### config.mk
export PLATFORM = sky130hd
export DESIGN_NAME = alu_mul_sequencer_flat
export DESIGN_NICKNAME = d
export VERILOG_FILES = /design/src/rtl/alu_mul_sequencer_if.sv /design/src/rtl/alu_mul_sequencer.sv /design/src/flat_wrapper.sv
export SDC_FILE = /design/constraint.sdc
export NUM_CORES = 1
export LEC_CHECK = 0
export CORE_MARGIN = 3
export CORE_UTILIZATION = 45
export DETAILED_ROUTE_END_ITERATION = 16
export HOLD_SLACK_MARGIN = 0.06
export PLACE_DENSITY_LB_ADDON = 0.25
export SYNTH_ARGS = -nofsm -noshare
export SYNTH_HDL_FRONTEND = slang
export SYNTH_SLANG_ARGS = --single-unit
### constraint.sdc
create_clock -name clk -period 3.03 [get_ports clk]
set_clock_uncertainty 0.05 [all_clocks]
set_input_delay 0.7575 -clock clk [delete_from_list [all_inputs] [get_ports clk]]
set_output_delay 0.7575 -clock clk [all_outputs]
set_load 0.05 [all_outputs]
### src/rtl/alu_mul_sequencer_if.sv
// Command and shared-ALU signals of the multiply sequencer.
// The master modport is the sequencer's view; slave is the environment (requester, arbiter, ALU).
interface alu_mul_sequencer_if;
    logic       start;
    logic [7:0] a;
    logic [7:0] b;
    logic       busy;
    logic       done;
    logic [7:0] product;
    logic       alu_req;
    logic       alu_gnt;
    logic [2:0] alu_op;
    logic [7:0] alu_reg;
    logic [7:0] alu_acc;
    logic [7:0] alu_rslt;

    modport master (
        input  start, a, b, alu_gnt, alu_rslt,
        output busy, done, product, alu_req, alu_op, alu_reg, alu_acc
    );

    modport slave (
        output start, a, b, alu_gnt, alu_rslt,
        input  busy, done, product, alu_req, alu_op, alu_reg, alu_acc
    );
endinterface

### src/rtl/alu_mul_sequencer.sv
// 8x8 (mod 256) shift-add multiplier that runs its steps through the shared accumulator ALU.
// Define MUL_EARLY_EXIT_EN to stop as soon as the remaining multiplier bits are zero.
module alu_mul_sequencer (
    input  logic                 clk,
    input  logic                 reset,
    alu_mul_sequencer_if.master  bus
);

    typedef enum logic [2:0] {
        S_IDLE, S_REQ, S_ADD, S_SHL, S_SHR, S_DONE
    } state_e;

    localparam logic [2:0] OP_ADD = 3'd0;
    localparam logic [2:0] OP_SLL = 3'd2;
    localparam logic [2:0] OP_SRL = 3'd3;

    state_e     state_q, state_d;
    logic [7:0] p_q, p_d;
    logic [7:0] m_q, m_d;
    logic [7:0] q_q, q_d;
    logic [2:0] cnt_q, cnt_d;
    logic [7:0] product_q, product_d;

    logic       alu_req;
    logic [2:0] alu_op;
    logic [7:0] alu_reg;
    logic [7:0] alu_acc;

    // NOTE: state registers use non-blocking assignments so every flop samples pre-edge values.
    always_ff @(posedge clk or posedge reset) begin
        if (reset) begin
            state_q   <= S_IDLE;
            p_q       <= '0;
            m_q       <= '0;
            q_q       <= '0;
            cnt_q     <= '0;
            product_q <= '0;
        end else begin
            state_q   <= state_d;
            p_q       <= p_d;
            m_q       <= m_d;
            q_q       <= q_d;
            cnt_q     <= cnt_d;
            product_q <= product_d;
        end
    end

    // NOTE: every output of this block gets a default first, so no path can infer a latch.
    always_comb begin
        state_d   = state_q;
        p_d       = p_q;
        m_d       = m_q;
        q_d       = q_q;
        cnt_d     = cnt_q;
        product_d = product_q;
        alu_req   = 1'b0;
        alu_op    = OP_ADD;
        alu_reg   = '0;
        alu_acc   = '0;

        unique case (state_q)
            S_IDLE: begin
                if (bus.start) begin
                    m_d     = bus.a;
                    q_d     = bus.b;
                    p_d     = '0;
                    cnt_d   = '0;
                    state_d = S_REQ;
                end
            end
            S_REQ: begin
                alu_req = 1'b1;
`ifdef MUL_EARLY_EXIT_EN
                if (q_q == 8'd0) begin
                    product_d = '0;
                    state_d   = S_DONE;
                end else if (bus.alu_gnt) begin
                    state_d = S_ADD;
                end
`else
                if (bus.alu_gnt) state_d = S_ADD;
`endif
            end
            // ALU steps keep their operands on the bus while the grant is away and simply retry.
            S_ADD: begin
                alu_req = 1'b1;
                alu_op  = OP_ADD;
                alu_reg = p_q;
                alu_acc = m_q;
                if (bus.alu_gnt) begin
                    if (q_q[0]) p_d = bus.alu_rslt;
                    state_d = S_SHL;
                end
            end
            S_SHL: begin
                alu_req = 1'b1;
                alu_op  = OP_SLL;
                alu_reg = 8'd1;
                alu_acc = m_q;
                if (bus.alu_gnt) begin
                    m_d     = bus.alu_rslt;
                    state_d = S_SHR;
                end
            end
            S_SHR: begin
                alu_req = 1'b1;
                alu_op  = OP_SRL;
                alu_reg = 8'd1;
                alu_acc = q_q;
                if (bus.alu_gnt) begin
                    q_d   = bus.alu_rslt;
                    cnt_d = cnt_q + 3'd1;
`ifdef MUL_EARLY_EXIT_EN
                    if (cnt_q == 3'd7 || bus.alu_rslt == 8'd0) begin
`else
                    if (cnt_q == 3'd7) begin
`endif
                        product_d = p_q;
                        state_d   = S_DONE;
                    end else begin
                        state_d = S_ADD;
                    end
                end
            end
            S_DONE: begin
                state_d = S_IDLE;
            end
            default: begin
                state_d = S_IDLE;
            end
        endcase
    end

    assign bus.alu_req = alu_req;
    assign bus.alu_op  = alu_op;
    assign bus.alu_reg = alu_reg;
    assign bus.alu_acc = alu_acc;
    assign bus.busy    = (state_q == S_REQ) || (state_q == S_ADD) ||
                         (state_q == S_SHL) || (state_q == S_SHR);
    assign bus.done    = (state_q == S_DONE);
    assign bus.product = product_q;

endmodule
### src/flat_wrapper.sv
// flat-port wrapper written by rule: the top's interface ports become plain ports
module alu_mul_sequencer_flat 
  (clk, reset, bus_start, bus_a, bus_b, bus_alu_gnt, bus_alu_rslt, bus_busy, bus_done, bus_product, bus_alu_req, bus_alu_op, bus_alu_reg, bus_alu_acc);
  alu_mul_sequencer_if bus_i ();
  input  logic clk;
  input  logic reset;
  input wire logic [$bits(bus_i.start)-1:0] bus_start;
  input wire logic [$bits(bus_i.a)-1:0] bus_a;
  input wire logic [$bits(bus_i.b)-1:0] bus_b;
  input wire logic [$bits(bus_i.alu_gnt)-1:0] bus_alu_gnt;
  input wire logic [$bits(bus_i.alu_rslt)-1:0] bus_alu_rslt;
  output wire logic [$bits(bus_i.busy)-1:0] bus_busy;
  output wire logic [$bits(bus_i.done)-1:0] bus_done;
  output wire logic [$bits(bus_i.product)-1:0] bus_product;
  output wire logic [$bits(bus_i.alu_req)-1:0] bus_alu_req;
  output wire logic [$bits(bus_i.alu_op)-1:0] bus_alu_op;
  output wire logic [$bits(bus_i.alu_reg)-1:0] bus_alu_reg;
  output wire logic [$bits(bus_i.alu_acc)-1:0] bus_alu_acc;
  assign bus_i.start = bus_start;
  assign bus_i.a = bus_a;
  assign bus_i.b = bus_b;
  assign bus_i.alu_gnt = bus_alu_gnt;
  assign bus_i.alu_rslt = bus_alu_rslt;
  assign bus_busy = bus_i.busy;
  assign bus_done = bus_i.done;
  assign bus_product = bus_i.product;
  assign bus_alu_req = bus_i.alu_req;
  assign bus_alu_op = bus_i.alu_op;
  assign bus_alu_reg = bus_i.alu_reg;
  assign bus_alu_acc = bus_i.alu_acc;
  alu_mul_sequencer u_core (.clk(clk), .reset(reset), .bus(bus_i));
endmodule
==> qor.yml <==
clock_network:
  cts_buffers: 5
  clkLatencyLatePin_ns: 0.29
  clkTransAtPathRegs_ns: 0.08
  clock_path_buffers: 2
  hold_buffers: 0
  cts_tree: "yes"
  cts_root_buf: "clkbuf_8"
  cts_htree_levels: 2
  clock-sinks: 38
timing:
  min_period_over_period_pct: 96.5
  tightest_slew_ns: 0.571
  setup_viol: 0
  relSlewSlack_pct: 62.0
  hold_viol: 0
  fmax_mhz: 342
  period_needed_ns: 2.92
  maxSlewViolCount: 0
  final.setup.tns_ns: 0
  rsz0062_at_grt: "false"
  timing.final.ws_setup_ns: 0.106
detailed_routing:
  drcViolationCount: 0
  via_per_inst: 5.22
  avgRoutedWirePerCell_um: 15.8
  vias: 1473
  drtAntennaViolNets: 0
  drt_iter0_drc: 75
  drt_first_pass_iters: 4
  wirelength_um: 4450
synth:
  synth-seq-cells: 38
  synth_cell_types: 35
  syn_nets: 203
  async_flop_share_pct: 100
  synth-main-ff-cell: "dfrtp_1"
  syn_area_per_cell_um2: 11.8
  synth_cells: 173
  ys_seq_area_share_pct: 46.4
  synth_area_um2: 2050
  synth-edff-count: 0
  yosys_warnings: 0
finish:
  mostFrequentLayoutCells: "dfrtp_1, clkdlybuf4s50_1, mux2_2"
  fillers: 315
  final_common_cell: "dfrtp_1"
  insertedDiodeCount: 0
  drive_above_1_share_pct: 30.6
  nets: 261
  area_growth_pct: 37.2
worst_hold_path:
  holdPathEnd: "u_core.bus.product[7]$_DFFE_PP0P_"
  hold_start: "u_core.bus.product[7]$_DFFE_PP0P_"
  holdPathStages: 1
  hold_class: "flip-flop to flip-flop"
floorplan:
  core_um2: 4200
  initial_utilization_pct: 48.8
  die_w_um: 73.5
  die_y_um: 73.5
  die_area_um2: 5400
  num_rows: 23
  io_pins: 58
global_routing:
  grt_max_degree: 39
  antenna_found_initial: 0
  grt_use_total_pct: 19.0
  gr-total-overflow: 0
  first_global_vias: 1558
  grt_pass1_wl_um: 7740
critical_path:
  start_kind: "flip-flop"
  required_ns: 2.22
  timing.reg2reg.worst_path_depth: 4
  timing.rr.start: "u_core.state_q[2]$_DFFE_PP0P_"
  r2r_end: "u_core.q_q[3]$_DFFE_PP0P_"
  path_class: "flip-flop to output pin"
  r2r_setup_slack_ns: 0.87
  cp.arrival_ns: 2.12
  cp_max_fo: 14
  cp-end-kind: "output pin"
power:
  vdd_ir_drop_max_uv: 659
  p_per_area_nw_per_um2: 1000
  leakagePower_nw: 1.26
  finalPower_mw: 2.82
job:
  maxCapViolations: 0
placed_design:
  post-dp-hpwl_um: 3360
  place_ws_ns: 0.336
  io_buffers: 56
  gp_congestion: 0.762
outcome:
  status: "finished clean"
## flip-flops by register name (all words and copies together) (netlist names)
name                cells
u_core.bus.product      8
u_core.q_q              8
u_core.p_q              8
u_core.cnt_q            3
u_core.state_q          3
u_core.m_q              8
## cell families (layout without fill, tap and decap cells)
family,after synthesis,count (layout),synth area share (%)
buffers and inverters,22,81,5.31
other,1,1,0.183
adder cells (fa/ha/maj),2,2,1.22
AO/OA/AOI/OAI,19,19,7.51
XOR/XNOR,2,2,0.855
AND/OR/NAND/NOR,39,39,11.5
flip-flops,38,38,46.4
multiplexers,50,50,27.0
## critical path, cell delays in order (launching register included)
cell             delay (ns)
dfrtp_1                0.53
nor2_2                 0.30
xnor2_1                0.17
clkdlybuf4s50_1        0.83
## synth_stat cells (3+ instances only)
| cell type | instances | area (um^2) |
|---|---|---|
| nor2_1 | 4 | 15.0 |
| mux2_1 | 8 | 90.1 |
| a22o_1 | 8 | 70.1 |
| nand3_1 | 3 | 15.0 |
| inv_1 | 11 | 41.3 |
| buf_4 | 4 | 30.0 |
| mux2i_1 | 8 | 80.1 |
| nand2_1 | 11 | 41.3 |
| buf_2 | 5 | 25.0 |
| dfrtp_1 | 38 | 951 |
| and2_1 | 8 | 50.1 |
| mux2_2 | 34 | 383 |
| o21ai_0 | 3 | 15.0 |
## power by group
group          internal (mW)  leakage, nW  switching (mW)
logic                  0.778        0.721           0.881
registers              0.670        0.487           0.133
clock network          0.183       0.0482           0.170
total                   1.63         1.26            1.18
## final cells by class
| class | count | area (um^2) | area share, % |
|---|---|---|---|
| multi-input cells | 113 | 990 | 35.2 |
| flip-flops and latches | 38 | 951 | 33.8 |
| repair buffers | 61 | 668 | 23.8 |
| clock buffers | 7 | 86.3 | 3.07 |
| well taps | 50 | 62.6 | 2.22 |
| inverters | 12 | 50.0 | 1.78 |
| clock inverters | 1 | 5.00 | 0.178 |
## through the flow
step | utilization [%] | hold slack [ns] | cell area (um^2) | std cells
after floorplan | - | 0.431 | 2050 | 173
after global placement | 64.7 | 0.437 | 2720 | 274
after detailed placement | 64.7 | 0.446 | 2720 | 274
after CTS | 66.9 | 0.462 | 2810 | 282
after global routing | 66.9 | 0.478 | 2810 | 282
final | 66.9 | 0.457 | 2810 | 282
## worst max path at each step
| stage | startpoint | to | slack, ns | cells past startpoint |
|---|---|---|---|---|
| detailed placement | bus_alu_gnt | u_core.q_q[0]$_DFFE_PP0P_ | 0.34 | 4 |
| CTS | u_core.state_q[1]$_DFFE_PP0P_ | bus_alu_req | 0.09 | 3 |
| finish | u_core.state_q[1]$_DFFE_PP0P_ | bus_busy | 0.11 | 3 |
| global route | u_core.state_q[1]$_DFFE_PP0P_ | bus_busy | 0.003 | 3 |
| global placement | bus_alu_gnt | u_core.q_q[4]$_DFFE_PP0P_ | 0.44 | 4 |
| floorplan | u_core.state_q[2]$_DFFE_PP0P_ | bus_alu_acc[0] | 0.55 | 4 |
## timing repair
item	4_1_cts	5_1_grt
gates resized for setup	0	1
setup endpoints to repair	0	1
setup buffers	0	0
## routing by layer
layer / track usage, % / wire length (um) / vias to the layer above
met2: 32.0 / 2160 / 39
li1: - / - / 720
met4: 4.83 / 47 / 0
met3: 5.06 / 187 / 6
met5: 0 / 0 / -
met1: 24.1 / 2050 / 708
Note: power is estimated with default switching activity, not from simulation.
